$ cat config.mk
export PLATFORM = sky130hd
export DESIGN_NAME = mmio_console
export DESIGN_NICKNAME = d
export VERILOG_FILES = /design/src/rtl/mmio_pkg.sv /design/src/rtl/mmio_fifo.sv /design/src/rtl/mmio_console.sv
export SDC_FILE = /design/constraint.sdc
export NUM_CORES = 1
export LEC_CHECK = 0
export ABC_AREA = 1
export ABC_CLOCK_PERIOD_IN_PS = 5800
export CORE_MARGIN = 2
export CORE_UTILIZATION = 25
export DETAILED_ROUTE_END_ITERATION = 8
export GPL_TIMING_DRIVEN = 0
export PLACE_DENSITY = 0.43
export RECOVER_POWER = 100
export SYNTH_ARGS = -nofsm -noshare
export SYNTH_HDL_FRONTEND = slang
export SYNTH_SLANG_ARGS = --single-unit
$ cat constraint.sdc
create_clock -name clk -period 5.8 [get_ports clk]
set_input_delay 1.16 -clock clk [delete_from_list [all_inputs] [get_ports clk]]
set_output_delay 1.16 -clock clk [all_outputs]
set_load 0.05 [all_outputs]
$ cat src/rtl/mmio_pkg.sv
// Shared definitions for the MMIO console: register offsets within the
// 16-byte window, STATUS bit layout and the STATUS word builder.
package mmio_pkg;

    // Byte offsets of the registers inside the window (DataAdr[3:0] with [1:0] forced to 0)
    localparam logic [3:0] OFF_TXDATA = 4'h0;
    localparam logic [3:0] OFF_STATUS = 4'h4;
    localparam logic [3:0] OFF_CYCLE  = 4'h8;
    localparam logic [3:0] OFF_EXIT   = 4'hC;

    // STATUS bit positions
    localparam int ST_EMPTY   = 0;
    localparam int ST_FULL    = 1;
    localparam int ST_OVF     = 2;
    localparam int ST_CNT_LSB = 4;

    // FIFO occupancy width: enough to hold a count of 16
    localparam int CNT_W = 5;

    // Assemble the STATUS read value; all unlisted bits read as zero
    function automatic logic [31:0] status_word(input logic             empty,
                                                input logic             full,
                                                input logic             ovf,
                                                input logic [CNT_W-1:0] cnt);
        logic [31:0] w;
        w                        = '0;
        w[ST_EMPTY]              = empty;
        w[ST_FULL]               = full;
        w[ST_OVF]                = ovf;
        w[ST_CNT_LSB +: CNT_W]   = cnt;
        return w;
    endfunction

endpackage

$ cat src/rtl/mmio_fifo.sv
// Byte-wide TX FIFO. DEPTH must be a power of two (2..16) so the read and
// write pointers wrap naturally. A push is accepted when not full, or when
// full but a pop happens in the same cycle. The head byte reads as 0 when empty.
module mmio_fifo
    import mmio_pkg::*;
#(
    parameter int DEPTH = 4
) (
    input  logic             clk_i,
    input  logic             reset_i,
    input  logic             push_i,
    input  logic             pop_i,
    input  logic [7:0]       din_i,
    output logic [7:0]       dout_o,
    output logic             full_o,
    output logic             empty_o,
    output logic [CNT_W-1:0] count_o
);

    localparam int AW = (DEPTH > 1) ? $clog2(DEPTH) : 1;

    logic [7:0]       mem_q [DEPTH];
    logic [AW-1:0]    wr_ptr_q, wr_ptr_d;
    logic [AW-1:0]    rd_ptr_q, rd_ptr_d;
    logic [CNT_W-1:0] count_q, count_d;
    logic             do_push, do_pop;

    assign empty_o = (count_q == '0);
    assign full_o  = (count_q == CNT_W'(DEPTH));
    assign count_o = count_q;
    assign dout_o  = empty_o ? 8'h00 : mem_q[rd_ptr_q];

    // A pop is only meaningful with data present; a push may ride on a pop when full
    assign do_pop  = pop_i && !empty_o;
    assign do_push = push_i && (!full_o || do_pop);

    // Next-state for pointers and occupancy
    always_comb begin
        wr_ptr_d = wr_ptr_q;
        rd_ptr_d = rd_ptr_q;
        count_d  = count_q;
        if (do_push) wr_ptr_d = wr_ptr_q + AW'(1);
        if (do_pop)  rd_ptr_d = rd_ptr_q + AW'(1);
        case ({do_push, do_pop})
            2'b10:   count_d = count_q + CNT_W'(1);
            2'b01:   count_d = count_q - CNT_W'(1);
            default: count_d = count_q;
        endcase
    end

    // Control state: reset empties the FIFO by clearing pointers and count
    always_ff @(posedge clk_i) begin
        if (reset_i) begin
            wr_ptr_q <= '0;
            rd_ptr_q <= '0;
            count_q  <= '0;
        end else begin
            wr_ptr_q <= wr_ptr_d;
            rd_ptr_q <= rd_ptr_d;
            count_q  <= count_d;
        end
    end

    // Storage array: no reset needed, stale entries are unreachable once pointers clear
    always_ff @(posedge clk_i) begin
        if (do_push && !reset_i) mem_q[wr_ptr_q] <= din_i;
    end

endmodule

$ cat src/rtl/mmio_console.sv
// Memory-mapped console peripheral: a 16-byte register window at BASE with
// a TX byte FIFO, sticky overflow flag, free-running cycle counter and an
// EXIT register that latches the program's completion code once.
module mmio_console
    import mmio_pkg::*;
#(
    parameter logic [31:0] BASE  = 32'h0000_FF00,
    parameter int          DEPTH = 4
) (
    input  logic        clk,
    input  logic        reset,
    input  logic        MemWrite,
    input  logic [31:0] DataAdr,
    input  logic [31:0] WriteData,
    output logic [31:0] ReadData,
    output logic        TxValid,
    output logic [7:0]  TxData,
    input  logic        TxReady,
    output logic        Done,
    output logic [31:0] DoneCode
);

    logic             in_win;
    logic [3:0]       off;
    logic             wr_tx, wr_status, wr_exit;
    logic             fifo_full, fifo_empty, fifo_pop;
    logic [CNT_W-1:0] fifo_count;
    logic             ovf_set, ovf_clr;
    logic             ovf_q, ovf_d;
    logic [31:0]      cycle_q, cycle_d;
    logic             done_q, done_d;
    logic [31:0]      code_q, code_d;
    logic             unused_adr;

    // Window decode; byte-lane bits are ignored
    assign in_win     = (DataAdr[31:4] == BASE[31:4]);
    assign off        = {DataAdr[3:2], 2'b00};
    assign unused_adr = ^DataAdr[1:0];

    assign wr_tx     = MemWrite && in_win && (off == OFF_TXDATA);
    assign wr_status = MemWrite && in_win && (off == OFF_STATUS);
    assign wr_exit   = MemWrite && in_win && (off == OFF_EXIT);

    assign fifo_pop = TxValid && TxReady;

    mmio_fifo #(
        .DEPTH (DEPTH)
    ) u_fifo (
        .clk_i   (clk),
        .reset_i (reset),
        .push_i  (wr_tx),
        .pop_i   (TxReady),
        .din_i   (WriteData[7:0]),
        .dout_o  (TxData),
        .full_o  (fifo_full),
        .empty_o (fifo_empty),
        .count_o (fifo_count)
    );

    assign TxValid = !fifo_empty;

    // Overflow only when the byte would be dropped (full with no concurrent pop)
    assign ovf_set = wr_tx && fifo_full && !fifo_pop;
    assign ovf_clr = wr_status && WriteData[ST_OVF];

    // Next-state for OVF, CYCLE and EXIT; a fresh overflow beats a clear
    always_comb begin
        ovf_d   = ovf_q;
        cycle_d = cycle_q + 32'd1;
        done_d  = done_q;
        code_d  = code_q;
        if (ovf_clr) ovf_d = 1'b0;
        if (ovf_set) ovf_d = 1'b1;
        if (wr_exit && !done_q) begin
            done_d = 1'b1;
            code_d = WriteData;
        end
    end

    // Register state; reset clears everything so CYCLE reads 0 right after release
    always_ff @(posedge clk) begin
        if (reset) begin
            ovf_q   <= 1'b0;
            cycle_q <= '0;
            done_q  <= 1'b0;
            code_q  <= '0;
        end else begin
            ovf_q   <= ovf_d;
            cycle_q <= cycle_d;
            done_q  <= done_d;
            code_q  <= code_d;
        end
    end

    assign Done     = done_q;
    assign DoneCode = code_q;

    // Combinational read mux; TXDATA and anything outside the window read 0
    always_comb begin
        ReadData = '0;
        if (in_win) begin
            case (off)
                OFF_STATUS: ReadData = status_word(fifo_empty, fifo_full, ovf_q, fifo_count);
                OFF_CYCLE:  ReadData = cycle_q;
                OFF_EXIT:   ReadData = {31'b0, done_q};
                default:    ReadData = '0;
            endcase
        end
    end

endmodule

==> flow_summary.yaml <==
clock_tree:
  path_clk_slew_ns: 0.07
  clock_path_buffers: 2
  postCtsHoldBufs: 0
  numCtsBuffers: 9
  cts_resized: 0
  cts_sinks: 109
  cts_htree_levels: 3
  root_buffer: "clkbuf_16"
  cts_tree: "built"
  clk-insertion-delay-late_ns: 0.36
  post_cts_buffers: 0
worst_setup_path:
  crit_path_max_incr_delay_ns: 0.90
  crit_top_cell: "dlygate4sd3_1"
  worstPathCellList: "dlygate4sd3_1 > or2_1 > nor4_1 > nand2_1 > nor2_1 > inv_2 > clkbuf_1 > a21oi_1 > dlygate4sd3_1"
  crit_slowest_cell: "dlygate4sd3_1"
  worst_ep_required_time_ns: 4.64
  path_max_fanout: 10
  cp-end-kind: "output pin"
  criticalPathCategory: "in -> out"
  cp-start-kind: "input pin"
  worstPathArrival_ns: 4.12
die:
  die-area_sq_mm: 0.0226
  rows: 53
  chipWidth_um: 150
  fp.dieH_um: 150
  start_util_pct: 25.5
  io_pins: 142
  coreArea_sq_mm: 0.0210
timing:
  rsz0062_at_grt: "false"
  worstMarginPinSlew_ns: 1.38
  clock.fmax_ghz: 0.190
  fin_crit_sh_pct: 91.0
  relSlewSlack_pct: 7.80
  final-max-slew-violation-count: 0
  skew_ns: 0.0147
  setup_viol: 0
  finalSetupTns_ns: 0
  finalHoldViolations: 0
  finalCriticalPeriod_ns: 5.28
global_routing:
  grt_pass1_vias: 4651
  overflow: 0
  antenna_found_initial: 0
  grt_pass1_wl_um: 24600
  grt_usage_pct: 14.0
  grt_max_degree: 21
yosys:
  synth-async-reset-ratio_pct: 0
  seq_area_frac_synth_pct: 46.8
  synth_warnings: 0
  synth_top_cell_by_area: "dfxtp_1"
  syn_nets: 736
  syn_area_sq_mm: 0.00535
  ys_seq_elements: 109
  synth_ff_type: "dfxtp_1"
  yosysUniqueCellTypes: 48
  syn_area_per_cell_sq_um: 8.13
  yosysMostFrequentCell: "inv_1"
  synth_enable_flop_cells: 32
  yosysTopAreaCellShare_pct: 28.8
  synthCells: 658
  synthTopCellsByArea: "dfxtp_1, edfxtp_1, inv_1"
  ys_top_cells_by_count: "inv_1, nor2_1, dfxtp_1, nand2_1, a21oi_1"
routing:
  post_drt_wl_per_cell_um: 14.4
  drc: 0
  drt_first_iter_violations: 239
  ant_nets: 0
  drt_wl_total_um: 15700
  avgViaCountPerCell: 4.39
  vias: 4785
  first_pass_iters: 4
finish:
  multi_input_area_sq_mm: 0.00229
  nets: 888
  n_fill_cell: 2210
  ff_latch_area_sq_mm: 0.00250
  area.growth.synth_to_final_pct: 37.5
  num_antenna_cells: 0
  final_layout_size_suffix_gt1_share_pct: 8.59
  fin_area_sq_mm: 0.00736
power_and_ir_drop:
  ir_drop_mv: 0.129
  cellLeakagePower_nw: 2.88
  power_density_mw_per_mm2: 297
placement:
  gp_congestion: 0.801
  place_area_sq_mm: 0.00710
  hpwl_um: 12200
  io_buffers: 139
run:
  maxCapViolCount: 0
outcome:
  status: "completed"
min_path:
  min-delay-path-class: "reg -> reg"
==> final timing paths <==
check	start	endpoint	slack [ns]	depth (start not counted)
worst max register to register	u_fifo.count_o[0]	u_fifo.count_o[4]	3.14	18
worst max-delay path	DataAdr[7]	ReadData[2]	0.52	9
worst min register to register	DoneCode[24]	DoneCode[24]	0.44	2
worst min-delay path	DoneCode[24]	DoneCode[24]	0.44	2
==> layout make-up <==
type                    instances  share of cell area, %
repair buffers                141                   19.0
clock buffers                  10                   3.25
well taps                     275                   4.67
multi-input cells             420                   31.2
clock inverters                 6                   1.17
plain buffers                  25                   1.38
inverters                     104                   5.37
flip-flops and latches        109                   34.0
==> critical path, delay by kind of cell <==
kind,cells,cell delay [ns]
AND/OR/NAND/NOR,4,0.88
buffers and inverters,4,1.82
AO/OA/AOI/OAI,1,0.25
==> kinds of logic after synthesis <==
family          Yosys count  share of synthesized area [%]
flops                   109                           46.8
buf+inv                 129                           9.91
simple gates            247                           23.7
fa+ha+maj                10                           2.48
compound gates          158                           16.4
xor+xnor                  5                          0.818
==> registers in the layout, indices dropped and copies added (netlist names), named ones only <==
name,count
cycle_q,32
ovf_q,1
Done,1
u_fifo.wr_ptr_q,2
u_fifo.rd_ptr_q,2
u_fifo.count_o,5
u_fifo.mem_q,32
DoneCode,32
==> report_power, final <==
| group | switching (W) | total [W] | internal (W) |
|---|---|---|---|
| clock network | 0.000315 | 0.000675 | 0.000360 |
| registers | 0.0000267 | 0.000835 | 0.000808 |
| logic | 0.000462 | 0.000678 | 0.000215 |
| total | 0.000804 | 0.00219 | 0.00138 |
==> through the flow <==
step / hold WS, ns / util [%] / worst slack, ns / total power [W] / std cells
detailed placement: 0.438 / 33.8 / 0.601 / 0.00157 / 1074
CTS: 0.449 / 35.3 / 0.603 / 0.00225 / 1090
global route: 0.461 / 35.0 / 0.321 / 0.00231 / 1090
global placement: 0.435 / 33.7 / 0.618 / 0.00155 / 1072
finish: 0.442 / 35.0 / 0.524 / 0.00219 / 1090
floorplan: 0.440 / - / 1.53 / 0.00131 / 658
==> routing by layer <==
metal  GRT usage, %  share of wire, %
met1           18.1                45
met2           23.9                48
met3           2.97               5.3
met4           3.54               1.0
met5              0                 0
==> cells in the final DEF, fill, tap and decap left out, types with 2 or more instances in the layout <==
cell / synthesis / final
nor4_1: 5 / 5
inv_2: 12 / 11
a21oi_2: 16 / 15
clkbuf_1: 18 / 25
nor2_8: 3 / 3
inv_8: 0 / 2
dlygate4sd3_1: 0 / 85
edfxtp_1: 32 / 32
nor3_1: 35 / 35
nand4_1: 9 / 9
nand2_4: 5 / 5
clkdlybuf4s50_1: 0 / 54
nand3_2: 3 / 3
nor2_2: 4 / 3
nor2_4: 4 / 3
a21oi_1: 62 / 63
dfxtp_1: 77 / 77
o21a_1: 2 / 2
o21ai_1: 44 / 20
nor3b_1: 4 / 5
xnor2_1: 2 / 2
inv_1: 89 / 90
clkinv_4: 1 / 2
clkinv_1: 2 / 2
nand3_1: 10 / 10
xor2_1: 3 / 3
ha_1: 9 / 9
nor3_2: 3 / 3
o21ai_0: 26 / 51
nand2_1: 70 / 71
nor2_1: 79 / 81
or2_0: 3 / 3
clkbuf_16: 0 / 9
nand2_2: 4 / 3
(Power assumes the default switching activity.)
